File: src/rtl/hazard_ctrl.sv
// hazard_ctrl: hazard and stall controller for the 5-stage MIPS pipeline.
// It drives the PC register enable and the enables and flushes of the
// Fetch->Decode and Decode->Execute pipeline registers.
//   - A load-use hazard inserts a one-cycle bubble into EX and freezes PC and FD.
//   - A taken branch or jump squashes the instruction that was just fetched.
//   - A multi-cycle mult/div freezes the front of the pipe for DIV_CYCLES cycles.
//
// Parameters:
//   DIV_CYCLES  total EX occupancy of a mult/div instruction (2..255)
//   STAT_W      width of the stall statistics counter
//
// Ports:
//   clk, rst          clock; asynchronous active-high reset
//   id_rs/id_rt       source register fields of the instruction in ID
//   id_use_rs/rt      the ID instruction really reads rs / rt
//   ex_mem_read       the instruction in EX is a load
//   ex_rd             destination register of the instruction in EX
//   id_branch_taken   branch or jump resolved taken in ID this cycle
//   ex_div_start      mult/div present in EX (looked at only in IDLE)
//   pc_en, fd_en      PC and FD register load enables
//   fd_flush          load a NOP into FD
//   de_flush          load a bubble into DE
//   ex_hold           hold DE and the EX-stage state
//   div_busy          controller is in DIV_WAIT
//   stall_cnt         number of front-end stall cycles (pc_en low)
//
// Optional feature: define HAZARD_STATS_EN to build the saturating stall
// counter. When it is not defined, stall_cnt is tied to zero and no flops are built.
module hazard_ctrl #(
  parameter int DIV_CYCLES = 8,
  parameter int STAT_W     = 16
) (
  input  logic              clk,
  input  logic              rst,
  input  logic [4:0]        id_rs,
  input  logic [4:0]        id_rt,
  input  logic              id_use_rs,
  input  logic              id_use_rt,
  input  logic              ex_mem_read,
  input  logic [4:0]        ex_rd,
  input  logic              id_branch_taken,
  input  logic              ex_div_start,
  output logic              pc_en,
  output logic              fd_en,
  output logic              fd_flush,
  output logic              de_flush,
  output logic              ex_hold,
  output logic              div_busy,
  output logic [STAT_W-1:0] stall_cnt
);

  typedef enum logic {IDLE, DIV_WAIT} state_t;

  state_t     state, state_nxt;
  logic [7:0] cnt, cnt_nxt;
  logic       load_use;

  // A load to $0 never creates a hazard, because $0 is hard-wired.
  assign load_use = ex_mem_read && (ex_rd != 5'd0) &&
                    ((id_use_rs && (id_rs == ex_rd)) ||
                     (id_use_rt && (id_rt == ex_rd)));

  always_ff @(posedge clk or posedge rst) begin
    if (rst) begin
      state <= IDLE;
      cnt   <= 8'd0;
    end else begin
      state <= state_nxt;
      cnt   <= cnt_nxt;
    end
  end

  always_comb begin
    state_nxt = state;
    cnt_nxt   = cnt;
    pc_en     = 1'b1;
    fd_en     = 1'b1;
    fd_flush  = 1'b0;
    de_flush  = 1'b0;
    ex_hold   = 1'b0;
    div_busy  = 1'b0;
    case (state)
      IDLE: begin
        if (ex_div_start) begin
          // The start cycle is the first hold cycle. DIV_WAIT then covers
          // the remaining DIV_CYCLES-1 cycles, counting cnt down to 0.
          pc_en     = 1'b0;
          fd_en     = 1'b0;
          ex_hold   = 1'b1;
          state_nxt = DIV_WAIT;
          cnt_nxt   = 8'(DIV_CYCLES - 2);
        end else if (load_use) begin
          pc_en    = 1'b0;
          fd_en    = 1'b0;
          de_flush = 1'b1;
        end else if (id_branch_taken) begin
          fd_flush = 1'b1;
        end
      end
      DIV_WAIT: begin
        // ID is frozen, so hazards and branches are evaluated again after release.
        pc_en    = 1'b0;
        fd_en    = 1'b0;
        ex_hold  = 1'b1;
        div_busy = 1'b1;
        if (cnt == 8'd0) state_nxt = IDLE;
        else             cnt_nxt   = cnt - 8'd1;
      end
      default: state_nxt = IDLE;
    endcase
    // While reset is asserted, force every output low whatever the inputs are.
    if (rst) begin
      pc_en    = 1'b0;
      fd_en    = 1'b0;
      fd_flush = 1'b0;
      de_flush = 1'b0;
      ex_hold  = 1'b0;
      div_busy = 1'b0;
    end
  end

`ifdef HAZARD_STATS_EN
  logic [STAT_W-1:0] stall_q;
  always_ff @(posedge clk or posedge rst) begin
    if (rst)
      stall_q <= '0;
    else if (!pc_en && (stall_q != '1))
      stall_q <= stall_q + STAT_W'(1);
  end
  assign stall_cnt = stall_q;
`else
  assign stall_cnt = '0;
`endif

endmodule

File: config.mk
export PLATFORM = sky130hd
export DESIGN_NAME = hazard_ctrl
export DESIGN_NICKNAME = d
export VERILOG_FILES = /design/src/rtl/hazard_ctrl.sv
export SDC_FILE = /design/constraint.sdc
export NUM_CORES = 1
export LEC_CHECK = 0
export CAP_MARGIN = 10
export CORE_MARGIN = 4
export CORE_UTILIZATION = 35
export DETAILED_ROUTE_END_ITERATION = 7
export GPL_TIMING_DRIVEN = 0
export PLACE_DENSITY = 0.74
export SLEW_MARGIN = 10
export SYNTH_ARGS = -nofsm -noshare
export SYNTH_HDL_FRONTEND = slang
export SYNTH_SLANG_ARGS = --single-unit
File: constraint.sdc
create_clock -name clk -period 2.2 [get_ports clk]
set_input_delay 0.44 -clock clk [delete_from_list [all_inputs] [get_ports clk]]
set_output_delay 0.44 -clock clk [all_outputs]
set_load 0.02 [all_outputs]
After elaboration in Yosys (flattened, before gate mapping)
Cells that the tools add are included.
{"block": "totals", "regBits": 9, "inputBits": 22, "out_inout_bits": 22, "elab_cells": 39}
{"block": "classes", "n_addsub": 1, "eq_ne": 4, "n_mux": 23, "bitwise": 1, "reduce_logical": 8}
{"op": "$mux W1", "n": 17}
{"op": "$mux W8", "n": 2}
{"op": "$pmux W8 S2", "n": 1}
{"op": "$eq A5 B5 Y1", "n": 2}
{"op": "$logic_not A8 Y1", "n": 1}
{"op": "$sub A8 B1 Y8 const B", "n": 1}
{"op": "$pmux W1 S2", "n": 3}
{"op": "$reduce_bool A5 Y1", "n": 1}
{"op": "$logic_and A1 B1 Y1", "n": 4}
{"op": "$ne A2 B2 Y1 const B", "n": 2}
{"op": "$reduce_and A2 Y1", "n": 1}
{"op": "$logic_or A1 B1 Y1", "n": 1}
{"op": "$not A1 Y1", "n": 1}

Depth between registers and ports, before layout
Gate-level depths: netlist of run 1.
{"block": "logic_depth", "word_depth": 8, "depth_mapped": 7, "mapped_depth_nobuf": 7}

Least setup slack after synthesis of run 1
No wires, ideal clock.
{"block": "synth_path", "path_type": "input to output", "startpoint": "input port ex_rd[1]", "endpoint": "output port pc_en", "arrival_ns": 1.759, "required_ns": 1.760, "setup_slack_ns": 0.001, "path_stages": 4, "n_path_buf": 1, "cell_sequence": "or4_1 > o21a_1 > a21oi_1 > buf_4"}
{"block": "synth_via", "elab_chain_cells": 8, "word_cells_on_any_way": 12, "classes_between": "eq/ne (2); mux (4); reduce/logical (6)"}
{"element": "start: declaration", "line": "40", "source": "input logic [4:0] ex_rd,"}
{"element": "$eq A5 B5 Y1 (on tied branches)", "line": "60, 61"}
{"element": "$logic_and A1 B1 Y1 (on tied branches)", "line": "60, 61"}
{"element": "$logic_or A1 B1 Y1", "line": "60", "source": "((id_use_rs && (id_rs == ex_rd)) ||"}
{"element": "$logic_and A1 B1 Y1 (*)", "line": "59", "source": "assign load_use = ex_mem_read && (ex_rd != 5'd0) &&"}
{"element": "$mux W1 (*) (2 in series)"}
{"element": "$pmux W1 S2 (*)"}
{"element": "$mux W1 (*)"}
{"element": "end: declaration", "line": "43", "source": "output logic pc_en,"}
Every way passes the cells marked *; elsewhere a longest branch is shown, timed or not.

Worst setup path in the final report of run 1
{"block": "layout_path", "startpoint": "input port id_rs[0]", "endpoint": "output port pc_en"}
{"block": "layout_via", "elab_chain_cells": 8}
{"element": "start: declaration", "line": "35", "source": "input logic [4:0] id_rs,"}
{"element": "$eq A5 B5 Y1", "line": "60"}
{"element": "$logic_and A1 B1 Y1", "line": "60"}
{"element": "$logic_or A1 B1 Y1", "line": "60"}
{"element": "$logic_and A1 B1 Y1", "line": "59"}
{"element": "$mux W1", "line": "92", "source": "end else if (load_use) begin"}
{"element": "$mux W1", "line": "84", "source": "if (ex_div_start) begin"}
{"element": "$pmux W1 S2", "line": "82", "source": "case (state)"}
{"element": "$mux W1", "line": "112", "source": "if (rst) begin"}
Every way passes these cells.

==> impl_metrics.env, run 1 <==
export IMPL_status="finished, final reports clean"
export IMPL_swShare=0.404
export IMPL_hold_ws_ps=576
export IMPL_num_nets_final=168
export IMPL_drc=0
export IMPL_clock_fmax_mhz=469
export IMPL_cts_buffers=3
export IMPL_nFillCells=209
export IMPL_dpl_hpwl_mm=1.63
export IMPL_synth_cells=94
export IMPL_p_leak_nw=0.635
export IMPL_period_needed_ps=2130
export IMPL_antennaDiodeCount=0
export IMPL_clockBufferDepth=2
export IMPL_synth_cell_types=32
export IMPL_finalWirelength_mm=2.13
export IMPL_area_growth_pct=55.8
export IMPL_placed_cells=164
export IMPL_critPathKind="primary input to primary output"
export IMPL_placementRows=17
export IMPL_io_buffers=27
export IMPL_grt_pass1_vias=743
export IMPL_cp_max_fo=3
export IMPL_clkLatencyLatePin_ps=270
export IMPL_r2r_end="cnt[1]"
export IMPL_fin_cells=172
export IMPL_rsz0062_at_grt="true"
export IMPL_r2r_start="cnt[1]"
export IMPL_cts_tree="yes"
export IMPL_pwr_share_seq=0.350
export IMPL_ys_seq_area_frac=0.280
export IMPL_cp_end_kind="primary output"
export IMPL_hold_violations=0
export IMPL_cts_sinks=9
export IMPL_grt_antenna_before_repair=0
export IMPL_track_usage=0.133
export IMPL_num_vias=800
export IMPL_pwr_density_cell_nw_per_um2=792
export IMPL_syn_mean_instance_area_um2=8.55
export IMPL_r2r_cells=6
export IMPL_drv_cap=0
export IMPL_io_pin_count=44
export IMPL_startpoint_type="primary input"
export IMPL_h_tree_depth=1
export IMPL_yosysTopAreaCell="dfrtp_1"
export IMPL_yosys_top_cells_area="dfrtp_1 28%, buf_4 16%, xnor2_1 12%"
export IMPL_grt_pass1_wl_mm=3.35
export IMPL_slew_violations=0
export IMPL_async_reset_ff_frac=1.00
export IMPL_synth_top_area_share=0.280
export IMPL_syn_area_um2=803
export IMPL_design_core_area_um2=2190
export IMPL_synth_compound_area_frac=0.129
export IMPL_skew_ps=2.16
export IMPL_drt_vias_per_instance=4.65
export IMPL_cts_clk_slew_worst_paths_ps=60
export IMPL_post_place_ws_ps=-811
export IMPL_grt_overflow_total=0
export IMPL_rrSetupSlack_ps=70
export IMPL_synthMuxAreaShare=0.0327
export IMPL_ys_ff_latch=9
export IMPL_drt_initial_drc_count=15
export IMPL_p_switching_mw=0.401
export IMPL_place_gp_congestion=0.886
export IMPL_setup_tns_ps=0
export IMPL_synth_edf_count=0
export IMPL_synth_top_family_by_area="simple AND/OR/NAND/NOR gates"
export IMPL_hold_class="primary input to asynchronous set/reset pin"
export IMPL_arrival_ps=1690
export IMPL_die_y_um=55.9
export IMPL_critPathRequiredTime_ps=1760
export IMPL_finalCritPeriodShare=0.970
export IMPL_ant_nets=0
export IMPL_internal_power_mw=0.590
export IMPL_synth_adder_area_share=0.0156
export IMPL_ys_flop_type="dfrtp_1"
export IMPL_setup_violations=0
export IMPL_power_total_mw=0.991
export IMPL_start_util=0.367
export IMPL_synth_xor_area_share=0.120
export IMPL_clockPowerShare=0.138
export IMPL_dieArea_um2=3130
export IMPL_combPwrFrac=0.512
export IMPL_drt_pre_antenna_iters=4
export IMPL_ir_drop_mv=0.494
export IMPL_grt_max_degree=10
export IMPL_fin_ws_ps=65.5
export IMPL_avgRoutedWirePerCell_um=12.4
export IMPL_drive_gt1_frac=0.313
export IMPL_yosys_warnings=0
export IMPL_yosys_area_share_simple=0.231
export IMPL_dieWidth_um=55.9
export IMPL_cts_root_buf="clkbuf_4"
## stage by stage
stage          area (um2)  utilization
6_report             1250        0.571
4_1_cts              1190        0.545
3_5_place_dp         1160        0.532
3_3_place_gp         1160        0.532
2_1_floorplan         860            -
5_1_grt              1250        0.571
## cell families (layout without fill, tap and decap cells)
family          after synthesis  count (layout)
mux                           2               2
compound gates               17              17
flops                         9               9
xor+xnor                     11              11
buf+inv                      23              58
other cells                   1              16
fa+ha+maj                     1               1
simple gates                 30              30
## how the worst max path moves through the flow
stage	to	slack [ps]	startpoint
2_1_floorplan	pc_en	0.5	ex_rd[1]
3_3_place_gp	pc_en	-790	ex_rd[2]
3_5_place_dp	pc_en	-810	ex_rd[1]
4_1_cts	pc_en	-3	id_rs[3]
5_1_grt	pc_en	-6	id_rs[0]
6_report	pc_en	70	id_rs[0]
## routing by layer
| layer | track usage | wire [um] |
|---|---|---|
| met4 | 0.0712 | 57 |
| met1 | 0.151 | 856 |
| met2 | 0.223 | 1020 |
| met3 | 0.0418 | 195 |
| met5 | 0 | 0 |
## Yosys cell counts (2+ instances only)
| cell type | number |
|---|---|
| a21oi_1 | 6 |
| buf_4 | 17 |
| dfrtp_1 | 9 |
| inv_1 | 6 |
| nand2_1 | 6 |
| nand4_1 | 3 |
| nor2_1 | 4 |
| nor2b_1 | 3 |
| nor3_1 | 2 |
| nor4b_1 | 2 |
| o21ai_0 | 4 |
| or3_1 | 2 |
| xnor2_1 | 11 |
## worst max-delay path, cell delays in order
cell and delay [ps]:
clkdlybuf4s50_1 470, xnor2_1 110, nand2_1 110, o22ai_4 220, a21oi_2 90, buf_4 130
buf_6 120
## layout by cell type, fill, tap and decap left out, drive strengths merged, types with 4 or more instances in the layout
master         instances
buf                   28
a21oi                  7
dfrtp                  9
o21ai                  4
clkdlybuf4s50          9
nand2                  6
conb                  16
inv                    5
dlymetal6s2s           8
nor2                   4
clkbuf                 4
xnor2                 11
## flip-flops by register name, summed over array words and instances (netlist names)
| register | cells |
|---|---|
| state | 1 |
| cnt | 8 |
## power groups by stage
stage / logic [mW] / registers, mW / clock network, mW
final: 0.507 / 0.347 / 0.137
after global routing: 0.561 / 0.358 / 0.144
after CTS: 0.453 / 0.342 / 0.140
after detailed placement: 0.451 / 0.346 / 0
after global placement: 0.432 / 0.338 / 0
after floorplan: 0.346 / 0.319 / 0
## what timing repair did
action / in CTS / in global routing
pin swaps: 5 / 12
setup buffers: 1 / 3
hold endpoints to repair: 0 / 0
hold buffers: 0 / 0
gates resized for setup: 38 / 15
endpoints found under the setup margin: 5 / 5
## final cells by class
class	instances	area (um2)	area share
Buffer	17	128	0.102
Clock buffer	4	26.3	0.0210
Inverter	6	26.3	0.0210
Multi-Input combinational cell	77	519	0.415
Sequential cell	9	225	0.180
Tap cell	28	35.0	0.0280
Timing Repair Buffer	31	292	0.233
No activity file was read; power rests on OpenSTA's default activity.
==> run 2, diff against run 1 <==
--- a/config.mk
+++ b/config.mk
@@ -8,6 +8,7 @@
 export CAP_MARGIN = 10
 export CORE_MARGIN = 4
 export CORE_UTILIZATION = 35
+export CTS_CLUSTER_DIAMETER = 80
 export DETAILED_ROUTE_END_ITERATION = 7
 export GPL_TIMING_DRIVEN = 0
 export PLACE_DENSITY = 0.74
==> results of run 2 <==
Final layout, timing and power as in run 1 (identical DEF).
